**src/rtl/rf_wb_pkg.sv**
```systemverilog
// Shared widths and payload type for the register-file writeback queue.
package rf_wb_pkg;

  localparam int unsigned DATA_W   = 16;
  localparam int unsigned ADDR_W   = 3;
  localparam int unsigned DEPTH    = 4;
  localparam int unsigned NUM_REGS = 2 ** ADDR_W;

  typedef struct packed {
    logic [ADDR_W-1:0] rd;
    logic [DATA_W-1:0] data;
  } wb_entry_t;

endpackage

```
**src/rtl/wb_fifo2.sv**
```systemverilog
// Circular buffer accepting up to two pushes and one pop per cycle; exposes its
// storage, read pointer and occupancy so the owner can scan live entries.
module wb_fifo2
  import rf_wb_pkg::*;
#(
  parameter  int unsigned W     = $bits(wb_entry_t),
  parameter  int unsigned DEPTH = rf_wb_pkg::DEPTH,
  localparam int unsigned PTR_W = $clog2(DEPTH),
  localparam int unsigned CNT_W = PTR_W + 1
) (
  input  logic                      clk,
  input  logic                      rst,
  input  logic                      push0,
  input  logic [W-1:0]              din0,
  input  logic                      push1,
  input  logic [W-1:0]              din1,
  input  logic                      pop,
  output logic [DEPTH-1:0][W-1:0]   slots,
  output logic [PTR_W-1:0]          rd_ptr,
  output logic [CNT_W-1:0]          count
);

  logic [PTR_W-1:0] wr_ptr;
  logic [PTR_W-1:0] wr_ptr_p1;
  logic [CNT_W-1:0] n_push;

  assign wr_ptr_p1 = wr_ptr + PTR_W'(1);
  assign n_push    = CNT_W'(push0) + CNT_W'(push1);

  // Storage carries no reset; only entries inside [rd_ptr, rd_ptr+count) are meaningful.
  always_ff @(posedge clk) begin
    if (push0) slots[wr_ptr]    <= din0;
    if (push1) slots[wr_ptr_p1] <= din1;
  end

  always_ff @(posedge clk or posedge rst) begin
    if (rst) begin
      wr_ptr <= '0;
      rd_ptr <= '0;
      count  <= '0;
    end else begin
      wr_ptr <= wr_ptr + PTR_W'(n_push);
      rd_ptr <= rd_ptr + PTR_W'(pop);
      count  <= count + n_push - CNT_W'(pop);
    end
  end

endmodule

```
**src/rtl/rf_writeback_queue.sv**
```systemverilog
// Merges load and ALU results into the register file's single write port, with a
// pending-write scoreboard. Define WB_FORWARD_EN to add youngest-value forwarding.
module rf_writeback_queue
  import rf_wb_pkg::*;
#(
  parameter int unsigned DATA_W = rf_wb_pkg::DATA_W,
  parameter int unsigned ADDR_W = rf_wb_pkg::ADDR_W,
  parameter int unsigned DEPTH  = rf_wb_pkg::DEPTH
) (
  input  logic                 clk,
  input  logic                 rst,
  input  logic                 ld_valid,
  input  logic [ADDR_W-1:0]    ld_rd,
  input  logic [DATA_W-1:0]    ld_data,
  input  logic                 alu_valid,
  input  logic [ADDR_W-1:0]    alu_rd,
  input  logic [DATA_W-1:0]    alu_data,
  output logic                 in_ready,
  output logic                 rf_wr_en,
  output logic [ADDR_W-1:0]    rf_wr_addr,
  output logic [DATA_W-1:0]    rf_wr_data,
  output logic [2**ADDR_W-1:0] pending,
  output logic                 overflow,
  input  logic [ADDR_W-1:0]    fwd_addr,
  output logic                 fwd_hit,
  output logic [DATA_W-1:0]    fwd_data
);

  localparam int unsigned PTR_W = $clog2(DEPTH);
  localparam int unsigned CNT_W = PTR_W + 1;
  localparam int unsigned ENT_W = ADDR_W + DATA_W;

  typedef struct packed {
    logic [ADDR_W-1:0] rd;
    logic [DATA_W-1:0] data;
  } entry_t;

  logic                         ld_live, alu_live;
  logic                         ld_ok, alu_ok;
  logic                         push0, push1, pop;
  entry_t                       ld_ent, alu_ent, din0;
  logic [DEPTH-1:0][ENT_W-1:0]  slots;
  logic [PTR_W-1:0]             rd_ptr;
  logic [CNT_W-1:0]             count;
  entry_t                       head;

  // Writes to r0 are architecturally dead and never occupy a slot.
  assign ld_live  = ld_valid  && (ld_rd  != '0);
  assign alu_live = alu_valid && (alu_rd != '0);
  assign in_ready = (CNT_W'(DEPTH) - count) >= CNT_W'(2);
  assign ld_ok    = ld_live  && in_ready;
  assign alu_ok   = alu_live && in_ready;

  assign ld_ent  = '{rd: ld_rd,  data: ld_data};
  assign alu_ent = '{rd: alu_rd, data: alu_data};

  // Compact so slot 0 is always the older instruction (load ahead of ALU).
  assign push0 = ld_ok || alu_ok;
  assign push1 = ld_ok && alu_ok;
  assign din0  = ld_ok ? ld_ent : alu_ent;
  assign pop   = (count != '0);

  wb_fifo2 #(.W(ENT_W), .DEPTH(DEPTH)) u_fifo (
    .clk    (clk),
    .rst    (rst),
    .push0  (push0),
    .din0   (din0),
    .push1  (push1),
    .din1   (alu_ent),
    .pop    (pop),
    .slots  (slots),
    .rd_ptr (rd_ptr),
    .count  (count)
  );

  assign head = entry_t'(slots[rd_ptr]);

  always_ff @(posedge clk or posedge rst) begin
    if (rst) begin
      rf_wr_en   <= 1'b0;
      rf_wr_addr <= '0;
      rf_wr_data <= '0;
    end else begin
      rf_wr_en <= pop;
      if (pop) begin
        rf_wr_addr <= head.rd;
        rf_wr_data <= head.data;
      end
    end
  end

  always_ff @(posedge clk or posedge rst) begin
    if (rst) begin
      overflow <= 1'b0;
    end else if (!in_ready && (ld_live || alu_live)) begin
      overflow <= 1'b1;
    end
  end

  always_comb begin
    entry_t e;
    pending = '0;
    e       = '0;
    if (rf_wr_en) pending[rf_wr_addr] = 1'b1;
    for (int i = 0; i < DEPTH; i++) begin
      e = entry_t'(slots[rd_ptr + PTR_W'(i)]);
      if (CNT_W'(i) < count) pending[e.rd] = 1'b1;
    end
  end

`ifdef WB_FORWARD_EN
  // Scan oldest to youngest so the last match left standing is the newest value.
  always_comb begin
    entry_t e;
    fwd_hit  = 1'b0;
    fwd_data = '0;
    e        = '0;
    if (fwd_addr != '0) begin
      if (rf_wr_en && (rf_wr_addr == fwd_addr)) begin
        fwd_hit  = 1'b1;
        fwd_data = rf_wr_data;
      end
      for (int i = 0; i < DEPTH; i++) begin
        e = entry_t'(slots[rd_ptr + PTR_W'(i)]);
        if ((CNT_W'(i) < count) && (e.rd == fwd_addr)) begin
          fwd_hit  = 1'b1;
          fwd_data = e.data;
        end
      end
    end
  end
`else
  logic unused_fwd_addr;
  assign unused_fwd_addr = ^fwd_addr;
  assign fwd_hit         = 1'b0;
  assign fwd_data        = '0;
`endif

endmodule

```
**config.mk**
```make
export PLATFORM = sky130hd
export DESIGN_NAME = rf_writeback_queue
export DESIGN_NICKNAME = d
export VERILOG_FILES = /design/src/rtl/rf_wb_pkg.sv /design/src/rtl/wb_fifo2.sv /design/src/rtl/rf_writeback_queue.sv
export SDC_FILE = /design/constraint.sdc
export NUM_CORES = 1
export LEC_CHECK = 0
export BUFFER_PORTS_ARGS = -buffer_cell sky130_fd_sc_hd__buf_2
export CAP_MARGIN = 20
export CORE_MARGIN = 4
export CORE_UTILIZATION = 50
export DETAILED_ROUTE_END_ITERATION = 16
export GPL_ROUTABILITY_DRIVEN = 0
export PLACE_DENSITY = 0.72
export SLEW_MARGIN = 20
export SYNTH_ARGS = -nofsm -noshare
export SYNTH_HDL_FRONTEND = slang
export SYNTH_SLANG_ARGS = --single-unit
```
**constraint.sdc**
```tcl
create_clock -name clk -period 7.1 [get_ports clk]
set_input_delay 1.42 -clock clk [delete_from_list [all_inputs] [get_ports clk]]
set_output_delay 1.42 -clock clk [all_outputs]
set_load 0.01 [all_outputs]
```
==> metrics.csv <==
stage,metric,value,unit
place,placed cells,692,
place,DP HPWL,9440,um
setup_path,R2R setup slack,2.69,ns
logic_synthesis,sequential share of the synthesized area,41.4,%
floorplan,full die area,12400,um^2
final_layout,Layout area overhead,10.2,%
clocking,cts repair resizes,0,
power,Power Density,599,nW/um^2
hold_path,Hold/Removal Path Class,reg -> reg,
logic_synthesis,Seq cells post-synth,104,
setup_path,FF-to-FF End,u_fifo.slots[58],
global_route,initial antenna violation count,1,
clocking,"Reg clk slew, reported paths",0.10,ns
setup_path,FF-to-FF path depth,11,
global_route,vias in the first global route,4556,
logic_synthesis,commonest register cell after synthesis,dfxtp_1,
global_route,largest net degree at the start of global routing,30,
detailed_routing,via/cell ratio,6.38,
setup_path,Worst Setup End Kind,register,
detailed_routing,drt wl/cell,20.5,um
setup_path,worst r2r src,u_fifo.count[1],
clocking,clk buf depth,2,
timing,final setup fails,0,
detailed_routing,starting DRC count in detailed routing,337,
timing,endpoints failing hold,0,
floorplan,core area,10400,um^2
clocking,Skew-Pair Late Insertion Delay,0.38,ns
timing,Setup TNS Final,0,ns
timing,Slew HR,24.5,%
setup_path,Crit path arrival time,4.79,ns
final_layout,post-route cell area,5910,um^2
detailed_routing,antenna-violating nets left,0,
logic_synthesis,cell count after synthesis,516,
clocking,clk root buf,clkbuf_8,
final_layout,Layout Cells excl Fill,708,
floorplan,Die Y,112,um
logic_synthesis,Synth async-reset ratio,26.9,%
setup_path,crit start category,input port,
detailed_routing,DRC,0,
timing,Max Slew Vio Count,0,
logic_synthesis,Ys Warns,0,
logic_synthesis,Post-synth EDFFs,0,
place,Placed Area,5720,um^2
setup_path,crit path kind,in -> reg,
power,"Power, Total",3.54,mW
hold_path,WHS Endpoint,overflow,
logic_synthesis,Unique masters post-synth,47,
final_layout,layout cells sized above 1,21.9,%
place,Port Buffers,71,
final_layout,Layout Nets,624,
clocking,hold buffers post-CTS,0,
power,Max IR drop VDD,307,uV
clocking,number of setup buffers added after CTS,0,
hold_path,min-delay src,overflow,
timing,clock skew,0.0139,ns
timing,f_max,0.221,GHz
global_route,grt total ovfl,0,
floorplan,row count,37,
logic_synthesis,Synth Cell Area,5360,um^2
clocking,CTS tree,done,
timing,crit path time final,4.52,ns
status,status,"finished, final reports clean",
timing,Worst-Margin Slew,1.13,ns
setup_path,Worst Path Required,7.37,ns
detailed_routing,total iterations of the first detailed-routing run,5,
global_route,Total Routing Usage GR,23.6,%
floorplan,top-level I/O count,92,
final_layout,n_diodes,0,
detailed_routing,Total Wirelength,14500,um
timing,period utilisation layout,63.7,%
clocking,H-Tree Depth,3,
timing,RSZ-0062 raised after global routing,no,
detailed_routing,Vias,4514,
floorplan,Starting Density,51.7,%
clocking,clock sinks,104,
hold_path,worst hold path depth,1,
global_route,first-pass GRT wire length,23500,um
floorplan,die width,112,um
setup_path,crit-path max FO,21,
logic_synthesis,synthesized area per cell,10.4,um^2
clocking,TritonCTS buffer count,9,
job,maxcap violations,0,
power,leakage,2.52,nW
## area by class of cell
class	instances	area, um^2
Clock buffer	10	138
Sequential cell	104	2220
Inverter	13	48.8
Tap cell	136	170
Clock inverter	6	48.8
Fill cell	938	4460
Multi-Input combinational cell	362	2880
Timing Repair Buffer	77	400
## cell usage after synthesis, types with 2 or more instances
cell type  count  area [um^2]
mux4_1         7          184
nand3b_1       8         60.1
mux4_2        21          473
nor3b_1        6         45.0
nand2b_1       5         31.3
a2bb2oi_1     72          631
ha_1          11          138
or3_1          2         12.5
nand2_1       66          248
a21oi_1        3         15.0
a21boi_2       4         45.0
a32oi_1        2         17.5
nor3_1         3         15.0
buf_2         10         50.1
buf_1          4         15.0
o21ai_0        2         10.0
o2bb2a_1       4         40.0
xnor2_1        4         35.0
nor2b_1        4         25.0
or4_1          2         15.0
inv_1         11         41.3
clkbuf_1      20         75.1
o31ai_1        2         15.0
nor2_1        11         41.3
dfxtp_1       76         1520
clkinv_1       2         7.51
a22oi_1        3         22.5
nand4_1        4         25.0
nand3_1        8         40.0
and3b_1        2         17.5
dfrtp_1       28          701
buf_4         18          135
o22ai_1       77          482
## how the worst max path moves through the flow
stage / start / end / slack [ns] / cells past startpoint
after detailed placement: ld_rd[0] / u_fifo.slots[58] / 2.24 / 9
after CTS: ld_rd[0] / u_fifo.slots[58] / 2.62 / 9
final: ld_rd[0] / u_fifo.slots[58] / 2.58 / 9
after global routing: ld_rd[1] / u_fifo.slots[58] / 2.36 / 9
after floorplan: ld_rd[2] / u_fifo.slots[20] / 3.75 / 9
after global placement: ld_rd[0] / u_fifo.slots[58] / 2.31 / 9
## metrics by stage
step                      setup WS (ns)  hold WS [ns]  utilization, %
after global placement             2.31         0.448            55.2
after floorplan                    3.75         0.501               -
after global routing               2.36         0.502            57.0
after detailed placement           2.24         0.455            55.2
after CTS                          2.62         0.482            57.0
final                              2.58         0.475            57.0
## cell families (layout without fill, tap and decap cells)
logic type | Yosys count | count (layout) | share of synthesized area [%]
buffers and inverters | 66 | 106 | 6.25
AO/OA/AOI/OAI | 174 | 174 | 24.8
flip-flops | 104 | 104 | 41.4
AND/OR/NAND/NOR | 126 | 126 | 11.4
XOR/XNOR | 5 | 5 | 0.816
multiplexers | 28 | 28 | 12.2
adder cells (fa/ha/maj) | 12 | 12 | 2.94
other | 1 | 17 | 0.0699
## worst max-delay path: stages
cell	delay [ns]
buf_2	0.16
o31ai_1	0.10
nor2_1	0.21
clkinv_1	0.26
ha_1	0.34
and3b_1	0.83
nand3_1	0.87
o22ai_1	0.33
o2bb2a_1	0.25
## flip-flops by register name, summed over array words and instances (netlist names)
| name | count |
|---|---|
| rf_wr_data | 16 |
| u_fifo.rd_ptr | 2 |
| u_fifo.count | 3 |
| u_fifo.slots | 76 |
| overflow | 1 |
| rf_wr_en | 1 |
| rf_wr_addr | 3 |
| u_fifo.wr_ptr | 2 |
## layout by cell type, fill, tap and decap left out, types with 3 or more instances in the layout
cell        n
clkbuf_8   10
inv_1      10
nand3b_1    8
nand2b_1    5
ha_1       11
mux4_1      7
a21oi_1     3
nand4_1     4
nor2_1     11
mux4_2     21
nand3_1     8
nor3b_1     4
clkinv_1    3
buf_4       6
o22ai_1    77
conb_1     17
nand2_1    66
a2bb2oi_1  72
a22oi_1     3
buf_2      71
xnor2_1     4
dfrtp_1    28
nor2b_1     4
dfxtp_1    76
o2bb2a_1    4
a21boi_2    4
## power breakdown
group	leakage (nW)	internal, mW	total, mW	switching [mW]
Sequential	0.954	0.909	1.11	0.198
Combinational	1.47	0.989	2.08	1.09
Clock	0.0928	0.142	0.356	0.215
## metal layers
layer | wire (um) | GRT usage (%)
met5 | 13 | 0
met4 | 340 | 8.11
met3 | 1250 | 5.49
met2 | 7200 | 40.2
met1 | 5690 | 29.5
No activity file was read; power rests on OpenSTA's default activity.
